[config.mk]
export PLATFORM = sky130hd
export DESIGN_NAME = sm83_sequencer
export DESIGN_NICKNAME = d
export VERILOG_FILES = /design/src/rtl/sm83_sequencer.sv
export SDC_FILE = /design/constraint.sdc
export NUM_CORES = 1
export LEC_CHECK = 0
export ABC_AREA = 0
export CORE_MARGIN = 1.5
export CORE_UTILIZATION = 35
export CTS_CLUSTER_SIZE = 30
export DETAILED_ROUTE_END_ITERATION = 8
export PLACE_DENSITY = 0.69
export SETUP_SLACK_MARGIN = 0.3
export SYNTH_ARGS = -nofsm -noshare
export SYNTH_HDL_FRONTEND = slang
export SYNTH_SLANG_ARGS = --single-unit
[constraint.sdc]
create_clock -name clk -period 3.4 [get_ports clk]
set_input_delay 0.68 -clock clk [delete_from_list [all_inputs] [get_ports clk]]
set_output_delay 0.68 -clock clk [all_outputs]
set_load 0.02 [all_outputs]
[src/rtl/sm83_sequencer.sv]
// ---------------------------------------------------------------------------
// sm83_sequencer
//
// M-cycle sequencer for the SM83 core. Holds the instruction register and
// micro-step counter that address the opcode decoder. It times every decoder
// step as one M-cycle of four T-cycles (T0..T3) and runs the memory
// read/write handshake, with T2 wait states. It also evaluates branch
// conditions and issues the register-file commit strobe.
//
// Optional feature macro: SEQ_STEP_WATCHDOG_EN
//   When defined, a sticky 'fault' output is added. Running past step 7
//   without dec_done sets fault and restarts at step 0 with IR forced to NOP.
//   When undefined, the step counter silently wraps 7 -> 0.
//
// Parameters
//   RESET_IR  IR value loaded on reset (default NOP)
//   WAIT_MAX  T2 stalls allowed before a forced continue (0 = unlimited)
//
// Ports
//   clk            in   core clock
//   reset          in   asynchronous active-high reset
//   dec_done       in   decoder: final step of the current opcode
//   dec_is_cond    in   decoder: this step branches on cc
//   dec_next_cond  in   decoder: target step when cc is not met
//   dec_write_mem  in   decoder: this step writes memory
//   flag_z/flag_c  in   Z and C flags
//   mem_rdata      in   external read data
//   mem_ready      in   external access complete (sampled in T2)
//   ir             out  opcode to the decoder
//   step           out  micro-step to the decoder
//   tcycle         out  current T-cycle 0..3
//   mem_rd/mem_wr  out  read / write request (T1..T2 only)
//   mdr            out  latched read data
//   commit         out  register-file latch strobe (T3)
//   cc_met         out  condition result, combinational from ir[4:3]
//   fault          out  (SEQ_STEP_WATCHDOG_EN only) sticky step overrun flag
//   fetch          out  one-clock pulse in the T0 after IR loads
// ---------------------------------------------------------------------------
module sm83_sequencer #(
   parameter logic [7:0]  RESET_IR = 8'h00,
   parameter int unsigned WAIT_MAX = 0
) (
   input  logic       clk,
   input  logic       reset,
   input  logic       dec_done,
   input  logic       dec_is_cond,
   input  logic [2:0] dec_next_cond,
   input  logic       dec_write_mem,
   input  logic       flag_z,
   input  logic       flag_c,
   input  logic [7:0] mem_rdata,
   input  logic       mem_ready,
   output logic [7:0] ir,
   output logic [2:0] step,
   output logic [1:0] tcycle,
   output logic       mem_rd,
   output logic       mem_wr,
   output logic [7:0] mdr,
   output logic       commit,
   output logic       cc_met,
`ifdef SEQ_STEP_WATCHDOG_EN
   output logic       fault,
`endif
   output logic       fetch
);

   typedef enum logic [1:0] {
      T0 = 2'd0,
      T1 = 2'd1,
      T2 = 2'd2,
      T3 = 2'd3
   } tstate_e;

   // Wait limits above 16 bits are truncated; the counter saturates so an
   // unlimited stall never wraps back onto the limit.
   localparam logic [15:0] WAIT_LIM = WAIT_MAX[15:0];

   tstate_e     t_q, t_d;
   logic [15:0] wait_q, wait_d;
   logic [7:0]  ir_q, ir_d;
   logic [2:0]  step_q, step_d;
   logic [7:0]  mdr_q, mdr_d;
   logic        fetch_q, fetch_d;
   logic        wait_hit;
   logic        bus_phase;
`ifdef SEQ_STEP_WATCHDOG_EN
   logic        fault_q, fault_d;
`endif

   // Condition code lives in ir[4:3] for all conditional SM83 opcodes.
   always_comb begin
      cc_met = 1'b0;
      case (ir_q[4:3])
         2'b00:   cc_met = !flag_z;
         2'b01:   cc_met = flag_z;
         2'b10:   cc_met = !flag_c;
         default: cc_met = flag_c;
      endcase
   end

   assign wait_hit  = (WAIT_MAX != 0) && (wait_q == WAIT_LIM);
   assign bus_phase = (t_q == T1) || (t_q == T2);

   always_comb begin
      t_d     = t_q;
      wait_d  = wait_q;
      ir_d    = ir_q;
      step_d  = step_q;
      mdr_d   = mdr_q;
      fetch_d = 1'b0;
`ifdef SEQ_STEP_WATCHDOG_EN
      fault_d = fault_q;
`endif
      case (t_q)
         T0: t_d = T1;
         T1: t_d = T2;
         T2: begin
            if (mem_ready || wait_hit) begin
               t_d = T3;
               // Read data is only meaningful on a read step.
               if (!dec_write_mem) begin
                  mdr_d = mem_rdata;
               end
            end else if (wait_q != 16'hFFFF) begin
               wait_d = wait_q + 16'd1;
            end
         end
         default: begin
            t_d    = T0;
            wait_d = 16'd0;
            if (dec_done) begin
               step_d  = 3'd0;
               ir_d    = mdr_q;
               fetch_d = 1'b1;
`ifdef SEQ_STEP_WATCHDOG_EN
            end else if (step_q == 3'd7) begin
               // Decoder ran off the end of an opcode: restart on NOP.
               fault_d = 1'b1;
               ir_d    = 8'h00;
               step_d  = 3'd0;
`endif
            end else if (dec_is_cond && !cc_met) begin
               step_d = dec_next_cond;
            end else begin
               step_d = step_q + 3'd1;
            end
         end
      endcase
   end

   always_ff @(posedge clk or posedge reset) begin
      if (reset) begin
         t_q     <= T0;
         wait_q  <= 16'd0;
         ir_q    <= RESET_IR;
         step_q  <= 3'd0;
         mdr_q   <= 8'h00;
         fetch_q <= 1'b0;
`ifdef SEQ_STEP_WATCHDOG_EN
         fault_q <= 1'b0;
`endif
      end else begin
         t_q     <= t_d;
         wait_q  <= wait_d;
         ir_q    <= ir_d;
         step_q  <= step_d;
         mdr_q   <= mdr_d;
         fetch_q <= fetch_d;
`ifdef SEQ_STEP_WATCHDOG_EN
         fault_q <= fault_d;
`endif
      end
   end

   assign ir     = ir_q;
   assign step   = step_q;
   assign tcycle = t_q;
   assign mdr    = mdr_q;
   assign mem_rd = bus_phase && !dec_write_mem;
   assign mem_wr = bus_phase && dec_write_mem;
   assign commit = (t_q == T3);
   assign fetch  = fetch_q;
`ifdef SEQ_STEP_WATCHDOG_EN
   assign fault  = fault_q;
`endif

endmodule

==> results.md <==
* Worst hold slack at between 0.5 and 0.6 ns
* Drt drc at 0
* Flop2flop setup slack at between 1.5 and 2 ns
* Initial antenna violation count at 0
* Gate Count Post-Synth at 72
* Setup CP Type: input pin to output pin
* Synthesis Warnings at 0
* Initial core utilization at 0.364
* Max Slew Vio Count at 0
* Worst-path clk slew at around 0.11 ns
* Port Buffers at 44
* Routed wl met2 at between 900 and 1000 microns
* Fin crit share at 0.821
* Static leakage power at around 0.66 nW
* Setup-failing EPs final at 0
* Synth top area share at 0.553
* CTS Hold Bufs at 0
* Least-Margin Pin Slew at about 0.82 ns
* Rows at 19
* Detailed Place HPWL at ~1400 microns
* Power Density at between 900 and 1000 nW/um^2
* Crit path DAT at about 2.1 ns
* Slew margin rel. at 0.456
* Worst Hold Depth at 1
* Hold path start: ir[5]
* Area leader, netlist: dfrtp_1
* Clock Skew at 0.00418 ns
* DRT met1 WL at approximately 760 microns
* R2R Path Start: tcycle[0]
* # diodes at 0
* Mapped Area at approximately 1000 sq um
* RSZ-0062 raised after global routing: no
* Crit-path max FO at 2
* Place WS at a little under 0.6 ns
* Setup crit end kind: output pin
* Hold Crit Class: flip-flop to flip-flop
* Vias/cell at approximately 4.7
* Startpoint types: input pin
* CTS HTree Levels at 1
* Root buffer cell: clkbuf_4
* Run status: complete, no violations
* Layout Area Growth over Synthesis at 50.4%
* Placed cell areas at between 1000 and 1500 sq um
* Hold endpoint: ir[5]
* Antenna-violating nets left at 0
* Pin count of the biggest net entering global routing at 23
* Deepest clock path buffer count at 2
* Critical path origin: flag_c
* Die area at 3170 sq um
* Cts repair resizes at 0
* Pre-Repair DR Iteration Count at 3
* Final #Nets at 145
* R2r endpoint: mdr[2]
* Peak VDD IR at between 0.5 and 0.6 mV
* Max-cap viol count at 0
* Flops & latches, synth at 22
* CTS buffer count at 3
* Met3 wire length at ~150 microns
* CTS tree: built
* Total grt overflow at 0
* Post-synth EDFFs at 0
* Vias in the first global route at approximately 780
* Core area at 2730 sq um
* DIE WIDTH at between 50 and 60 microns
* Post-Syn Area per Cell at between 10 and 15 sq um
* Seq/Total Area, Yosys at 0.553
* Non-Filler Cell Area, Final at 1500 sq um
* Drt initial violations at 7
* Synthesized Nets at 96
* Required @ worst endpoint at ~2.7 ns
* Most frequent cells after synthesis: 22 x dfrtp_1, 16 x mux2_2, 6 x inv_1
* Synth Flop Type: dfrtp_1
* Most numerous cell in the Yosys netlist: dfrtp_1
* Final TNS setup at 0 ns
* GRT Total Usage at 0.133
* Final Util at 0.548
* Setup Buffers After CTS at 0
* GP Congestion at around 0.70
* Worst setup margin at between 0.6 and 0.7 ns
* Number of clock sinks at 22
* Final hold violations at 0
* DR vias at around 700
* F_max at about 360 MHz
* Post-synth cell types at 17
* Clk_lat worst skew at ~0.3 ns
* Ys async rst share at 1.00
* Final worst path period need at ~2.8 ns
* First-pass GRT wire length at about 3400 microns
* Worst Reg-to-Reg Cells at 4
* Routed wire length at ~1900 microns
* DR top layer: met4
* Die height at roughly 56 microns
* # IOs at 45
* Share of layout cells above drive strength 1 at 0.185
* Top area cells in the synthesized netlist: dfrtp_1 55%, mux2_2 18%, ha_1 6.3%
* WL per Instance at around 12 microns
[layout make-up]
| cell class | instances | area (sq um) |
|---|---|---|
| Clock buffer | 3 | 22.5 |
| Fill cell | 243 | 1240 |
| Inverter | 6 | 22.5 |
| Timing Repair Buffer | 44 | 440 |
| Multi-Input combinational cell | 44 | 423 |
| Sequential cell | 22 | 551 |
| Tap cell | 31 | 38.8 |
[cells in the final DEF, fill, tap and decap left out, types with 2 or more instances in the layout]
| cell | instances |
|---|---|
| inv_1 | 6 |
| clkbuf_4 | 3 |
| dfrtp_1 | 22 |
| nand2_1 | 3 |
| mux2i_1 | 4 |
| ha_1 | 5 |
| clkdlybuf4s50_1 | 44 |
| o22ai_1 | 3 |
| nor2b_1 | 2 |
| mux2_2 | 16 |
| mux2i_2 | 2 |
| nand2b_1 | 2 |
[worst max-delay path by stage]
stage                         to  depth (start not counted)
after floorplan           cc_met                          2
after global placement    cc_met                          4
after detailed placement  cc_met                          4
after CTS                 cc_met                          4
after global routing      cc_met                          4
final                     cc_met                          4
[logic make-up (layout without fill, tap and decap cells)]
kind of cell | after synthesis | in the layout | synth area share
adder cells (fa/ha/maj) | 5 | 5 | 0.0628
XOR/XNOR | 1 | 1 | 0.00880
buffers and inverters | 6 | 53 | 0.0226
AND/OR/NAND/NOR | 10 | 10 | 0.0641
multiplexers | 22 | 22 | 0.249
AO/OA/AOI/OAI | 6 | 6 | 0.0402
flip-flops | 22 | 22 | 0.553
[critical path, cell delays in order]
cell and delay, ns:
clkdlybuf4s50_1 0.41, mux2i_2 0.23, xor2_1 0.17, clkdlybuf4s50_1 0.62
[per-layer routing]
metal	global-route usage	up-vias
li1	-	344
met1	0.161	340
met2	0.230	26
met3	0.0369	2
met4	0.0408	0
met5	0	-
[report_power, final]
part	leakage, nW	switching, mW	internal, mW
Sequential	0.271	0.0868	0.386
Combinational	0.374	0.373	0.436
Clock	0.0138	0.0706	0.0413
Total	0.658	0.530	0.862
[state kept, by name, indices dropped and copies added (netlist names)]
name	cells
mdr	8
step	3
ir	8
fetch	1
tcycle	2
[metrics by stage]
| step | instances | power, mW |
|---|---|---|
| floorplan | 72 | 0.923 |
| global placement | 147 | 1.28 |
| detailed placement | 147 | 1.30 |
| CTS | 150 | 1.42 |
| global route | 150 | 1.49 |
| finish | 150 | 1.39 |
(Power assumes the default switching activity.)
